## src/rtl/floating_point_result_buffer.sv

```systemverilog
// floating_point_result_buffer: in-order FIFO that catches results from a
// valid-only (no backpressure) FP pipeline, presents them under ready/valid,
// and hands credits back to the issuer so a compliant issuer cannot overflow it.
module floating_point_result_buffer #(
  parameter  int EXP_WIDTH    = 0,
  parameter  int FRAC_WIDTH   = 0,
  parameter  int DEPTH        = 8,
  localparam int FP_WIDTH_REG = 1 + EXP_WIDTH + FRAC_WIDTH,
  localparam int CNT_WIDTH    = $clog2(DEPTH + 1)
) (
  input  logic                    clk_i,
  input  logic                    rst_i,
  input  logic                    issue_valid_i,
  output logic                    issue_ready_o,
  input  logic [FP_WIDTH_REG-1:0] fp_i,
  input  logic                    valid_i,
  output logic [FP_WIDTH_REG-1:0] fp_o,
  output logic                    valid_o,
  input  logic                    ready_i,
  output logic [CNT_WIDTH-1:0]    count_o,
  output logic                    error_o
);

  localparam int AW = $clog2(DEPTH);
  localparam logic [CNT_WIDTH-1:0] DEPTH_C = CNT_WIDTH'(DEPTH);

  logic [FP_WIDTH_REG-1:0] mem_q [DEPTH];
  logic [AW-1:0]           wr_ptr_q, wr_ptr_d;
  logic [AW-1:0]           rd_ptr_q, rd_ptr_d;
  logic [CNT_WIDTH-1:0]    occ_q, occ_d;
  logic [CNT_WIDTH-1:0]    reserved_q, reserved_d;
  logic                    error_q, error_d;
  logic                    full, pop, push, issue_acc;

  // Handshake decode and outputs. Credit availability looks only at
  // registered state, so a same-cycle pop does not widen the issue window.
  always_comb begin
    full          = (occ_q == DEPTH_C);
    valid_o       = (occ_q != '0);
    pop           = valid_o && ready_i;
    push          = valid_i && (!full || pop);
    issue_ready_o = !rst_i && (reserved_q < DEPTH_C);
    issue_acc     = issue_valid_i && issue_ready_o;
    fp_o          = mem_q[rd_ptr_q];
    count_o       = occ_q;
    error_o       = error_q;
  end

  // Next-state for pointers, occupancy, credits and the sticky error flag.
  always_comb begin
    wr_ptr_d   = wr_ptr_q;
    rd_ptr_d   = rd_ptr_q;
    occ_d      = occ_q;
    reserved_d = reserved_q;
    error_d    = error_q;

    // DEPTH is a power of two, so pointers wrap on their own.
    if (push) wr_ptr_d = wr_ptr_q + AW'(1);
    if (pop)  rd_ptr_d = rd_ptr_q + AW'(1);

    if (push && !pop)      occ_d = occ_q + CNT_WIDTH'(1);
    else if (!push && pop) occ_d = occ_q - CNT_WIDTH'(1);

    // Credits cover both in-flight and stored results; a pop without an
    // outstanding credit saturates at zero rather than wrapping.
    if (issue_acc && !pop)
      reserved_d = reserved_q + CNT_WIDTH'(1);
    else if (!issue_acc && pop && reserved_q != '0)
      reserved_d = reserved_q - CNT_WIDTH'(1);

    // Dropped word, issue without credit, or a result nobody asked for.
    if ((valid_i && full && !pop) ||
        (issue_valid_i && !issue_ready_o) ||
        (valid_i && reserved_q == '0))
      error_d = 1'b1;
  end

  // Control state register with synchronous reset.
  always_ff @(posedge clk_i) begin
    if (rst_i) begin
      wr_ptr_q   <= '0;
      rd_ptr_q   <= '0;
      occ_q      <= '0;
      reserved_q <= '0;
      error_q    <= 1'b0;
    end else begin
      wr_ptr_q   <= wr_ptr_d;
      rd_ptr_q   <= rd_ptr_d;
      occ_q      <= occ_d;
      reserved_q <= reserved_d;
      error_q    <= error_d;
    end
  end

  // Storage array; contents are not reset, occupancy decides what is live.
  always_ff @(posedge clk_i) begin
    if (push && !rst_i) mem_q[wr_ptr_q] <= fp_i;
  end

endmodule

```

## config.mk

```make
export PLATFORM = sky130hd
export DESIGN_NAME = floating_point_result_buffer
export DESIGN_NICKNAME = d
export VERILOG_FILES = /design/src/rtl/floating_point_result_buffer.sv
export SDC_FILE = /design/constraint.sdc
export NUM_CORES = 1
export LEC_CHECK = 0
export ABC_AREA = 1
export ABC_CLOCK_PERIOD_IN_PS = 2000
export BUFFER_PORTS_ARGS = -buffer_cell sky130_fd_sc_hd__buf_2
export CAP_MARGIN = 0
export CELL_PAD_IN_SITES_DETAIL_PLACEMENT = 0
export CELL_PAD_IN_SITES_GLOBAL_PLACEMENT = 1
export CORE_UTILIZATION = 39
export DETAILED_ROUTE_END_ITERATION = 8
export PLACE_DENSITY_LB_ADDON = 0.1
export SETUP_SLACK_MARGIN = 0.3
export SYNTH_ARGS = -nofsm -noshare
export SYNTH_HDL_FRONTEND = slang
export SYNTH_SLANG_ARGS = --single-unit
```

## constraint.sdc

```tcl
create_clock -name clk_i -period 2 [get_ports clk_i]
set_input_delay 0.2 -clock clk_i [delete_from_list [all_inputs] [get_ports clk_i]]
set_output_delay 0.2 -clock clk_i [all_outputs]
set_load 0.005 [all_outputs]
```

# ---- After elaboration in Yosys (flattened, before gate mapping)
# Memories as Yosys holds them, arrays and structs flattened. A register that Yosys moved wholly into a read port is not among the register bits.
# Index checks and enable logic that the tools add are counted.
dict set report totals {
  register_bits 15
  ramBits 8
  in_bits 6
  out_inout_bits 8
  wordCells 50
  n_memories 1
}
# name depth width rd rd_clocked_by_memory_dff wr line_no
set mem_list {}
lappend mem_list {mem_q 8 1 1 1 1 27} ;# logic [FP_WIDTH_REG-1:0] mem_q [DEPTH];
dict set report classes {
  addsub 6
  magnitude_cmp 1
  n_eq_ne 1
  mux 8
  reduce_logical 28
}
# op n
set ops {}
lappend ops {{4-bit 2-to-1 mux} 4}
lappend ops {{1-bit logical AND} 14}
lappend ops {{4-bit by 1-bit adder with 4-bit output, second input constant} 2}
lappend ops {{4-bit nonzero test} 2}
lappend ops {{4-bit by 1-bit subtractor with 4-bit output, second input constant} 2}
lappend ops {{3-bit by 1-bit adder with 3-bit output, second input constant} 2}
lappend ops {{1-bit logical NOT} 6}
lappend ops {{3-bit 2-to-1 mux} 2}
lappend ops {{4-bit == test, second input constant} 1}
lappend ops {{4-bit logical NOT} 1}
lappend ops {{4-bit < comparator, second input constant} 1}
lappend ops {{2-bit nonzero test} 2}
lappend ops {{1-bit logical OR} 3}
lappend ops {{1-bit 2-to-1 mux} 2}

# ---- Depth between registers and ports, before layout
dict set report logic_depth {
  depth_word 8
  ltp_mapped 12
  mapped_depth_nobuf 12
}

# ---- Worst setup path after synthesis
# OpenSTA, ideal clock, no wires.
dict set report synth_path {
  path_type {flip-flop to flip-flop}
  from {register occ_q[0] (netlist: count_o[0])}
  to {register occ_q[3] (netlist: count_o[3])}
  setup_ns 0.116
  t_arrival_ns 1.865
  path_slack_ns 0.019
  path_stages_with_launch 13
  n_path_buf 0
  synth_period_minus_slack_ns 1.981
  cell_sequence {dfxtp_1 > nor2_4 > nand4_1 > nand2_2 > inv_1 > ha_1 > inv_1 > ha_1 > a21oi_1 > nand2_1 > xor2_1 > nand2_1 > a21oi_1}
}
dict set report synth_between {
  elab_chain_cells 7
  elab_cells_between_ends 15
  cone_classes {2 x add/sub; 1 x eq/ne; 2 x mux; 10 x reduce/logical}
}
# item line_no
set synth_rtl {}
lappend synth_rtl {{from (decl)} 30} ;# logic [CNT_WIDTH-1:0] occ_q, occ_d;
lappend synth_rtl {{from (signal assigned)} 83} ;# occ_q <= '0;
lappend synth_rtl {{from (signal assigned)} 89} ;# occ_q <= occ_d;
lappend synth_rtl {{branches (longest 7 deep; another with 4-bit by 1-bit subtractor with 4-bit output)} --}
# Parallel ways; which one is timed is not known. The select of a mux whose other input is x is not followed.
# A chain may end at the register's enable or synchronous reset.

# ---- Worst setup path after layout
dict set report layout_path {
  from {register occ_q[0] (netlist: count_o[0])}
  to {register error_q (netlist: error_o)}
}
dict set report layout_between {
  elab_chain_cells 6
  elab_cells_between_ends 8
  cone_classes {1 x eq/ne; 7 x reduce/logical}
}
# item line_no
set layout_rtl {}
lappend layout_rtl {{4-bit nonzero test} 39} ;# valid_o = (occ_q != '0);
lappend layout_rtl {{1-bit logical AND} 40} ;# pop = valid_o && ready_i;
lappend layout_rtl {{1-bit logical NOT} 72} ;# if ((valid_i && full && !pop) ||
lappend layout_rtl {{1-bit logical AND (*)} 72}
lappend layout_rtl {{1-bit logical OR (*)} 72}
lappend layout_rtl {{1-bit logical OR (*)} 73} ;# (issue_valid_i && !issue_ready_o) ||
lappend layout_rtl {{to (signal assigned)} 91} ;# error_q <= error_d;
lappend layout_rtl {{to (decl)} 32} ;# logic error_q, error_d;
# Mark *: on every way between the ends. The rest lies on a longest branch, timed or not.

==> flow_metrics.tcl <==
set metrics [dict create \
    routed-via-count 1109 \
    synth_compound_area_share_pct 11.9 \
    layout-drive-gt1-share_pct 33.3 \
    p_per_area_nw_per_um2 1460 \
    min_period_ns 1.80 \
    synthAdderAreaFrac_pct 9.66 \
    skew_ns 0.00403 \
    muxShareOfSynthArea_pct 0 \
    yosys_warnings 0 \
    rsz0062_at_grt "true" \
    p_clk_share_pct 10.6 \
    vdd_ir_drop_max_v 0.000683 \
    post-route-period-util_pct 89.8 \
    setup_tns_ns 0 \
    p_comb_share_pct 55.6 \
    dr.pass1.iters 3 \
    finalSetupViolCount 0 \
    seqPwrFrac_pct 33.8 \
    power_switching_mw 1.01 \
    synth_edf_count 8 \
    synthesis.area_um2 1320 \
    hp-class "in2reg" \
    wire_per_inst_um 11.8 \
    relSlewSlack_pct 69.9 \
    max_freq_mhz 557 \
    cts_tree "yes" \
    port_buffers 13 \
    grt_antenna_before_repair 0 \
    clock-sinks 26 \
    status "complete, no violations" \
    finalHoldViolCount 0 \
    postRouteAntennaNets 0 \
    syn_avg_cell_area_um2 8.47 \
    synth_xor_area_share_pct 3.31 \
    leakagePower_nw 0.758 \
    grt_max_degree 15 \
    tightestPinTransition_ns 0.451 \
    cts_buffers 3 \
    num_io_pins 14 \
    critPathCaptureType "register" \
    dp_hpwl_um 1900 \
    slew_viol_final 0 \
    path_max_fanout 3 \
    cp.required_ns 2.26 \
    root_buffer "clkbuf_4" \
    synth_cells 156 \
    async_reset_ff_share_pct 0 \
    fp.coreArea_um2 3130 \
    synth_nets 171 \
    drc 0 \
    clk_latency_ns 0.32 \
    drt-total-wl_um 2750 \
    vias_per_cell 4.76 \
    synth_top_family_by_area "simple AND/OR/NAND/NOR gates" \
    ys_types 24 \
    finalWeightedCongestion 0.843 \
    critPathKind "reg2reg" \
    synth-simple-area-share_pct 24.0 \
    die_w_um 60.2 \
    cts_max_level 1 \
    grt_pass1_wl_um 4500 \
    grt_pass1_vias 1059 \
    arrival_ns 2.06 \
    fin_nets 205 \
    drt-initial-drc-count 58 \
    synthToLayoutAreaGrowth_pct 30.6 \
    drv_cap 0 \
    die_h_um 60.2 \
    ys_seq_elements 26 \
    synth_flop_cell "dfxtp_1" \
    postCtsHoldBufs 0 \
    overflow 0 \
    clockBufferDepth 2 \
    track_usage_pct 17.0 \
    final_util_pct 55.2 \
    swShare_pct 39.9 \
    startpoint_type "register" \
    num_rows 20 \
    internal_power_mw 1.52 \
    n_antenna_cell 0 \
    cts.reportedPaths.clkPinSlew_ns 0.14 \
    die_area_um2 3620 \
    initial_utilization_pct 42.2 \
    ys_seq_area_share_pct 45.5 \
]
timing repair:
| item | in CTS | in global routing |
|---|---|---|
| endpoints found under the setup margin | 4 | 7 |
| gates resized for setup | 7 | 15 |
| buffers inserted | 13 | 4 |
| endpoints found under the hold margin | 0 | 0 |
| pin swaps | 5 | 11 |
synth_stat cells, types with 2 or more instances:
cell      number  area (µm²)
o21ai_0       14        70.1
nand2_4        3        33.8
xnor2_1        2        17.5
edfxtp_1       8         240
nand3_1        4        20.0
fa_1           2        40.0
inv_1         18        67.6
ha_1           7        87.6
nand2_1       22        82.6
nor3_1         3        15.0
dfxtp_1       18         360
a21oi_1       10        50.1
xor2_1         3        26.3
nor2_1        30         113
nand2_2        3        18.8
area by class of cell:
type,instances,area (µm²)
Clock buffer,4,36.3
Fill cell,310,1400
Inverter,18,70.1
Multi-Input combinational cell,111,727
Sequential cell,26,618
Tap cell,44,55.1
Timing Repair Buffer,30,219
worst max-delay path, cell delays in order, from the launching register on:
cell	delay, ns
dfxtp_4	0.38
nor2_4	0.12
nand4_1	0.14
buf_4	0.17
buf_6	0.10
buf_6	0.10
buf_6	0.10
buf_6	0.10
buf_6	0.10
buf_6	0.10
buf_6	0.10
nand2_2	0.04
nand2_1	0.05
a31oi_1	0.14
cell usage in the layout, fill, tap and decap left out, drive strengths merged:
| cell type | Yosys | final |
|---|---|---|
| ha | 7 | 7 |
| xor2 | 3 | 3 |
| nand2 | 28 | 28 |
| nor3 | 3 | 3 |
| fa | 2 | 2 |
| nand3 | 5 | 5 |
| o21ai | 14 | 14 |
| edfxtp | 8 | 8 |
| o21a | 1 | 1 |
| a21o | 1 | 1 |
| a31oi | 1 | 1 |
| xnor2 | 2 | 2 |
| dfxtp | 18 | 18 |
| nor2 | 32 | 32 |
| clkbuf | 0 | 4 |
| a21oi | 11 | 11 |
| nand4 | 1 | 1 |
| buf | 1 | 30 |
| inv | 18 | 18 |
kinds of logic (layout without fill, tap and decap cells):
kind of cell	count (synthesis)	after routing
simple gates	69	69
compound gates	28	28
flops	26	26
buf+inv	19	52
fa+ha+maj	9	9
xor+xnor	5	5
layer usage:
layer | part of all wire (%) | up-vias | routed length (µm) | track usage [%]
met4 | 2.0 | 0 | 55 | 7.64
met5 | 0 | - | 0 | 0
met1 | 47 | 517 | 1300 | 20.5
li1 | - | 574 | - | -
met2 | 48 | 12 | 1310 | 28.1
met3 | 2.8 | 6 | 78 | 4.33
metrics by stage:
step                power, mW  setup WS [ns]  hold WS, ns  instance area (µm²)  cells
floorplan                1.64          0.222        0.263                 1360    156
global placement         1.89          0.155        0.453                 1470    212
detailed placement       1.92         0.0832        0.461                 1470    212
global route             2.76         0.0814        0.104                 1730    233
CTS                      2.34          0.220        0.109                 1630    229
finish                   2.52          0.204        0.118                 1730    233
power by group through the flow:
stage	Combinational [mW]	Clock, mW	Sequential [mW]
5_1_grt	1.59	0.301	0.873
3_3_place_gp	1.03	0	0.856
4_1_cts	1.23	0.276	0.837
3_5_place_dp	1.05	0	0.862
6_report	1.40	0.267	0.854
2_1_floorplan	0.810	0	0.833
path summary, 6_finish.rpt:
kind                             end                     from  cells past startpoint  slack (ns)
min reg2reg     error_o$_SDFFE_PP0P_     error_o$_SDFFE_PP0P_                      2        0.47
max             error_o$_SDFFE_PP0P_  count_o[0]$_SDFFE_PP0P_                     13        0.20
min          count_o[3]$_SDFFE_PP0P_                    rst_i                      2        0.12
max reg2reg     error_o$_SDFFE_PP0P_  count_o[0]$_SDFFE_PP0P_                     13        0.20
Power figures use the tool's default switching activity.
